File: src/rtl/relu_sched.sv
// Sequencer streaming a packed 4-lane feature buffer through the 4-lane ReLU datapath
// into a destination buffer, with clamp counting and a datapath-handshake error flag.
module relu_sched #(
  parameter int RELU_SIZE = 5,
  parameter int NUM_WORDS = 16,
  parameter int ADDR_W    = 4
) (
  input  logic                   clk,
  input  logic                   rst,
  input  logic                   start,
  input  logic                   hold,
  output logic                   rd_en,
  output logic [ADDR_W-1:0]      rd_addr,
  input  logic [4*RELU_SIZE-1:0] rd_data,
  output logic                   relu_in_ready,
  output logic [RELU_SIZE-1:0]   relu_in0,
  output logic [RELU_SIZE-1:0]   relu_in1,
  output logic [RELU_SIZE-1:0]   relu_in2,
  output logic [RELU_SIZE-1:0]   relu_in3,
  input  logic [RELU_SIZE-1:0]   relu_out0,
  input  logic [RELU_SIZE-1:0]   relu_out1,
  input  logic [RELU_SIZE-1:0]   relu_out2,
  input  logic [RELU_SIZE-1:0]   relu_out3,
  input  logic                   relu_ready,
  output logic                   wr_en,
  output logic [ADDR_W-1:0]      wr_addr,
  output logic [4*RELU_SIZE-1:0] wr_data,
  output logic                   busy,
  output logic                   done,
  output logic [ADDR_W+2:0]      clamp_count,
  output logic                   err
);

  // state | meaning
  // IDLE  | waiting for start; done pulses here for one cycle after a pass
  // ISSUE | one source read per cycle unless hold is high
  // DRAIN | reads finished, waiting for the last word to be written
  typedef enum logic [1:0] {IDLE, ISSUE, DRAIN} state_t;

  localparam int CW = ADDR_W + 3;
  localparam logic [ADDR_W-1:0] LAST = ADDR_W'(NUM_WORDS - 1);

  state_t            state;
  logic [ADDR_W-1:0] addr;
  logic              s1_valid;
  logic              s2_valid;
  logic [ADDR_W-1:0] s1_tag;
  logic [ADDR_W-1:0] s2_tag;
  logic [2:0]        neg_lanes;
  logic [CW:0]       clamp_sum;

  // The read strobe reacts to hold in the same cycle so a held cycle issues nothing.
  assign rd_en   = (state == ISSUE) && !hold;
  assign rd_addr = addr;

  // rd_data comes from a registered memory port, so it lines up with stage-1 valid.
  assign relu_in_ready = s1_valid;
  assign relu_in0 = s1_valid ? rd_data[0*RELU_SIZE +: RELU_SIZE] : '0;
  assign relu_in1 = s1_valid ? rd_data[1*RELU_SIZE +: RELU_SIZE] : '0;
  assign relu_in2 = s1_valid ? rd_data[2*RELU_SIZE +: RELU_SIZE] : '0;
  assign relu_in3 = s1_valid ? rd_data[3*RELU_SIZE +: RELU_SIZE] : '0;

  assign wr_en   = s2_valid;
  assign wr_addr = s2_tag;
  assign wr_data = s2_valid ? {relu_out3, relu_out2, relu_out1, relu_out0} : '0;

  always_comb begin
    neg_lanes = 3'(rd_data[1*RELU_SIZE-1]) + 3'(rd_data[2*RELU_SIZE-1])
              + 3'(rd_data[3*RELU_SIZE-1]) + 3'(rd_data[4*RELU_SIZE-1]);
    clamp_sum = {1'b0, clamp_count} + (CW+1)'(neg_lanes);
  end

  always_ff @(posedge clk) begin
    if (rst) begin
      state       <= IDLE;
      addr        <= '0;
      s1_valid    <= 1'b0;
      s2_valid    <= 1'b0;
      s1_tag      <= '0;
      s2_tag      <= '0;
      busy        <= 1'b0;
      done        <= 1'b0;
      err         <= 1'b0;
      clamp_count <= '0;
    end else begin
      done     <= 1'b0;
      s1_valid <= rd_en;
      s1_tag   <= addr;
      s2_valid <= s1_valid;
      s2_tag   <= s1_tag;
      if (s1_valid)
        clamp_count <= clamp_sum[CW] ? '1 : clamp_sum[CW-1:0];
      if (busy && (relu_ready != s2_valid))
        err <= 1'b1;
      case (state)
        IDLE: begin
          if (start) begin
            state       <= ISSUE;
            addr        <= '0;
            clamp_count <= '0;
            err         <= 1'b0;
            busy        <= 1'b1;
          end
        end
        ISSUE: begin
          if (!hold) begin
            addr <= addr + 1'b1;
            if (addr == LAST)
              state <= DRAIN;
          end
        end
        DRAIN: begin
          if (s2_valid && (s2_tag == LAST)) begin
            state <= IDLE;
            busy  <= 1'b0;
            done  <= 1'b1;
          end
        end
        default: state <= IDLE;
      endcase
    end
  end

endmodule
File: config.mk
export PLATFORM = sky130hd
export DESIGN_NAME = relu_sched
export DESIGN_NICKNAME = d
export VERILOG_FILES = /design/src/rtl/relu_sched.sv
export SDC_FILE = /design/constraint.sdc
export NUM_CORES = 1
export LEC_CHECK = 0
export CAP_MARGIN = 15
export CORE_MARGIN = 8
export CORE_UTILIZATION = 30
export DETAILED_ROUTE_END_ITERATION = 8
export PLACE_DENSITY = 0.79
export SYNTH_ARGS = -nofsm -noshare
export SYNTH_HDL_FRONTEND = slang
export SYNTH_SLANG_ARGS = --single-unit
export TNS_END_PERCENT = 100
File: constraint.sdc
create_clock -name clk -period 1.95 [get_ports clk]
set_clock_uncertainty 0.1 [all_clocks]
set_input_delay 0.195 -clock clk [delete_from_list [all_inputs] [get_ports clk]]
set_output_delay 0.195 -clock clk [all_outputs]
set_load 0.03 [all_outputs]
Yosys cells after proc, flatten, opt, wreduce, memory -nomap -nowiden
Index checks and enable logic that the tools add are counted.

$add $sub $neg: 5. Equality and inequality tests: 9. Mux-type cells: 24. Bitwise gates (word level): 1. Reductions and logical operators: 11.

Operators with widths (count): $mux 7 (4); $mux 20 (1); $mux 5 (4); $add 7x3->8 (1); $eq 4x4->1 const B (2); $mux 2 (4); $mux 4 (2); $pmux 4 s2 (1); $mux 1 (6); $ne 2x2->1 const B (3); $pmux 2 s3 (1); $reduce_and 3->1 (2); $add 4x1->4 const B (1); $reduce_and 4->1 (1); $reduce_bool 2->1 (2); $add 2x1->3 (1); $add 3x1->3 (1); $logic_and 1x1->1 (3); $add 1x1->2 (1); $eq 2x1->1 const B (1); $eq 2x2->1 const B (1); $logic_not 2->1 (1); $ne 2x1->1 const B (1); $pmux 1 s2 (1); other kinds (4) (4).

Register bits: 26.

Logic depth before layout (Yosys ltp)
Word-level depth: 8. Depth in mapped cells: 8.

Least setup slack after synthesis
OpenSTA, ideal clock, no wires.

Path type: input-to-reg. Start point: input rd_data[4]. End point: register clamp_count[1]. Library setup time: 0.132 ns. Data arrival time: 1.798 ns. Data required time: 1.718 ns. Slack: -0.081 ns. Stages: 7. Path through: fa_1 inv_1 fa_1 inv_1 fa_1 mux2i_1 a21oi_1.

Longest elaborated chain between the ends: 8.

Ends and longest elaborated chain: start: declaration (RTL line 14) `input logic [4*RELU_SIZE-1:0] rd_data,`; $add 1x1->2 * (RTL line 68) `neg_lanes = 3'(rd_data[1*RELU_SIZE-1]) + 3'(rd_data[2*RELU_SIZE-1])`; $add 2x1->3 * (RTL line 69) `+ 3'(rd_data[3*RELU_SIZE-1]) + 3'(rd_data[4*RELU_SIZE-1]);`; $add 3x1->3 * (RTL line 69); $add 7x3->8 * (RTL line 70) `clamp_sum = {1'b0, clamp_count} + (CW+1)'(neg_lanes);`; $mux 7 * (RTL line 92) `clamp_count <= clamp_sum[CW] ? '1 : clamp_sum[CW-1:0];`; $mux 7 * (RTL line 91) `if (s1_valid)`; $mux 7 (RTL line 97) `if (start) begin`; $mux 7 * (RTL line 95) `case (state)`; end signal: assignment (RTL line 92); end: declaration (RTL line 30) `output logic [ADDR_W+2:0] clamp_count,`.

Every way passes the cells marked *; elsewhere a longest branch is shown, timed or not. A chain may end at the register's enable or synchronous reset.

Worst setup path after layout
Start point: input rd_data[19]. End point: register clamp_count[1].

Longest elaborated chain between the ends: 6.

Ends and longest elaborated chain (RTL line): $add 3x1->3 * (69); $add 7x3->8 * (70); $mux 7 * (92); $mux 7 * (91); $mux 7 (97); $mux 7 * (95).

Marked as above.

==> flow_metrics.env <==
export IMPL_status="completed"
export IMPL_route_vias_total=1504
export IMPL_firstDrtPassIters=4
export IMPL_max_freq_ghz=0.532
export IMPL_drcViolationCount=0
export IMPL_setup_viol_count_final=0
export IMPL_nNetsFinal=319
export IMPL_totalPowerFinal_mw=1.25
export IMPL_worst_pin_slew_ps=359
export IMPL_setup_slack_ps=69.5
export IMPL_syn_instance_count=163
export IMPL_clkTransAtPathRegs_ps=80
export IMPL_grt_pass1_wl_mm=7.42
export IMPL_wl_met2_mm=2.13
export IMPL_die_area_mm2=0.00709
export IMPL_cap_violations=0
export IMPL_synth_area_mm2=0.00140
export IMPL_die_h_um=84.2
export IMPL_relSlewSlack=0.760
export IMPL_fin_crit_ps=1880
export IMPL_synth_simple_area_share=0.351
export IMPL_wl_met1_mm=1.86
export IMPL_overflow=0
export IMPL_synth_cell_types=34
export IMPL_start_util=0.303
export IMPL_syn_nets=213
export IMPL_die_x_um=84.2
export IMPL_layout_cells_non_filler=322
export IMPL_cts_max_path_buffers=2
export IMPL_synth_async_sr_flop_share=0
export IMPL_post_route_util=0.554
export IMPL_cp_end_kind="flop"
export IMPL_cts_hold_buf=0
export IMPL_syn_to_final_growth_pct=82.5
export IMPL_hold_viol=0
export IMPL_min_period_over_period=0.964
export IMPL_cts_sinks=26
export IMPL_min_path_type="reg -> reg"
export IMPL_crit_path_end="clamp_count[1]"
export IMPL_avgViaCountPerCell=4.67
export IMPL_drv_slew=0
export IMPL_synthAdderAreaFrac=0.0610
export IMPL_routedWlPerCell_um=14.3
export IMPL_insertion_delay_ps=260
export IMPL_fillers=411
export IMPL_wl_met3_um=545
export IMPL_path_class="in -> reg"
export IMPL_r2r_slack_ps=230
export IMPL_synth_top_area_cell="dfxtp_1"
export IMPL_syn_avg_cell_area_um2=8.56
export IMPL_yosys_area_top_type_share=0.373
export IMPL_synth_area_leaders="dfxtp_1 37%, and2_1 18%, nor2b_1 5.4%"
export IMPL_grt_max_degree=30
export IMPL_rows=25
export IMPL_whs_ps=343
export IMPL_pin_count=106
export IMPL_ir_worst_vdd_v=0.000263
export IMPL_ys_ff_latch=26
export IMPL_ant_nets=0
export IMPL_drive_gt1_frac=0.149
export IMPL_numPortBuffers=105
export IMPL_crit_start="rd_data[19]"
export IMPL_reg2regPathDepth=6
export IMPL_ys_warn_count=0
export IMPL_critPathLaunchType="input pin"
export IMPL_cts_buffers=3
export IMPL_placed_cells_incl_taps=318
export IMPL_post_cts_buffers=0
export IMPL_cts_htree_levels=1
export IMPL_ys_seq_area_frac=0.373
export IMPL_synth_compound_area_share=0.126
export IMPL_pre_cts_slack_ps=-646
export IMPL_synth_top_family_by_area="simple AND/OR/NAND/NOR gates"
export IMPL_r2r_end="clamp_count[1]"
export IMPL_ys_flop_type="dfxtp_1"
export IMPL_powerDensity_mw_per_mm2=493
export IMPL_leakage_nw=1.02
export IMPL_clockRootBuffer="clkbuf_8"
export IMPL_grt_pass1_vias=1431
export IMPL_arrival_ps=1920
export IMPL_fp_coreArea_mm2=0.00460
export IMPL_cp_required_ps=1990
export IMPL_place_congestion=0.771
export IMPL_path_max_fanout=3
export IMPL_drt_iter0_markers=31
export IMPL_muxShareOfSynthArea=0.0152
export IMPL_antenna_cells=0
export IMPL_wl_mm=4.62
export IMPL_highest_layer="met4"
export IMPL_cts_tree="done"
export IMPL_synth_edff_count=0
export IMPL_dp_hpwl_mm=3.84
export IMPL_r2r_start="clamp_count[0]"
export IMPL_grt_usage=0.124
export IMPL_antenna_found_initial=0
export IMPL_rsz0062_at_grt="yes"
export IMPL_yosys_area_share_xor_xnor=0.0188
[critical path, cell delays in order]
cell and delay (ps):
buf_8 100, fa_1 540, inv_1 50, fa_2 350, inv_2 70, fa_2 410, mux2i_1 130, a21oi_1 80
[per-layer routing]
layer / track usage / vias to the layer above
li1: - / 760
met1: 0.141 / 663
met2: 0.208 / 74
met3: 0.0484 / 7
met4: 0.0377 / 0
met5: 0 / -
[placed cells by master (no fill, tap or decap), types with 2 or more instances in the layout]
| master | synthesis | layout |
|---|---|---|
| o211ai_1 | 2 | 2 |
| clkbuf_8 | 0 | 3 |
| nor2b_1 | 12 | 12 |
| nand2_1 | 5 | 5 |
| a21oi_1 | 9 | 9 |
| and2_1 | 40 | 40 |
| fa_2 | 0 | 2 |
| or4_1 | 2 | 2 |
| nand2b_1 | 3 | 2 |
| buf_2 | 1 | 2 |
| xor2_1 | 3 | 3 |
| a2111oi_2 | 0 | 2 |
| nor2_1 | 5 | 5 |
| clkdlybuf4s50_1 | 0 | 80 |
| and3_1 | 3 | 3 |
| a211oi_1 | 4 | 4 |
| nand4_1 | 3 | 3 |
| o21ai_0 | 3 | 3 |
| ha_1 | 2 | 2 |
| buf_4 | 0 | 25 |
| dfxtp_1 | 26 | 26 |
| a21o_1 | 3 | 3 |
| o31ai_1 | 2 | 2 |
| nor3_1 | 2 | 2 |
| nand3_1 | 2 | 2 |
| inv_1 | 10 | 9 |
[state kept, by name, summed over array words and instances, names as in the netlist]
register / count
busy: 1
clamp_count: 7
done: 1
err: 1
rd_addr: 4
relu_in_ready: 1
s1_tag: 4
state: 2
wr_addr: 4
wr_en: 1
[cells in the mapped netlist (all sizes together) (2+ instances only)]
| library cell | instances |
|---|---|
| a2111oi | 2 |
| nor3 | 2 |
| or4 | 2 |
| xor2 | 3 |
| clkbuf | 6 |
| o31ai | 2 |
| fa | 3 |
| inv | 10 |
| nor2b | 12 |
| nand4 | 3 |
| nand3 | 2 |
| o211ai | 2 |
| nand2b | 3 |
| and2 | 40 |
| o21ai | 3 |
| a211oi | 4 |
| a21oi | 9 |
| dfxtp | 26 |
| a21o | 3 |
| and3 | 3 |
| nand2 | 5 |
| ha | 2 |
| nor2 | 6 |
| buf | 2 |
[per-stage QoR]
stage,cell area (um^2),TNS (ps)
3_5_place_dp,2460,-3800
6_report,2550,0
2_1_floorplan,1400,-62.3
5_1_grt,2550,-7.15
3_3_place_gp,2460,-3310
4_1_cts,2530,0
[timing repair]
item | CTS | global route
setup endpoints to repair | 7 | 4
endpoints found under the hold margin | 0 | 0
gates resized for setup | 16 | 4
pin swaps | 4 | 2
[cell type report]
| class | count | area (um^2) | share of cell area |
|---|---|---|---|
| sequential | 26 | 520 | 0.204 |
| multi-input combinational | 119 | 823 | 0.323 |
| timing repair buffer | 109 | 1030 | 0.403 |
| clock inverter | 1 | 30.0 | 0.0118 |
| clock buffer | 3 | 41.3 | 0.0162 |
| tap | 54 | 67.6 | 0.0265 |
| inverter | 10 | 37.5 | 0.0147 |
[worst min-delay path by stage]
stage	depth (start not counted)	start	slack (ps)	to
final	1	s1_tag[3]	340	wr_addr[3]
after global routing	1	s1_tag[2]	360	wr_addr[2]
after CTS	1	s1_tag[2]	350	wr_addr[2]
after global placement	1	s1_tag[0]	320	wr_addr[0]
after detailed placement	1	s1_tag[2]	330	wr_addr[2]
after floorplan	1	rst	170	s1_tag[0]
[report_power, final]
group / switching [mW] / leakage [nW] / total (mW) / internal [mW]
registers: 0.0105 / 0.211 / 0.552 / 0.541
clock network: 0.160 / 0.0357 / 0.435 / 0.274
logic: 0.120 / 0.774 / 0.268 / 0.149
[cells by family after synthesis]
family,Yosys count
compound gates,27
xor+xnor,3
fa+ha+maj,5
buf+inv,18
flops,26
mux,2
simple gates,82
Note: power is estimated with default switching activity, not from simulation.
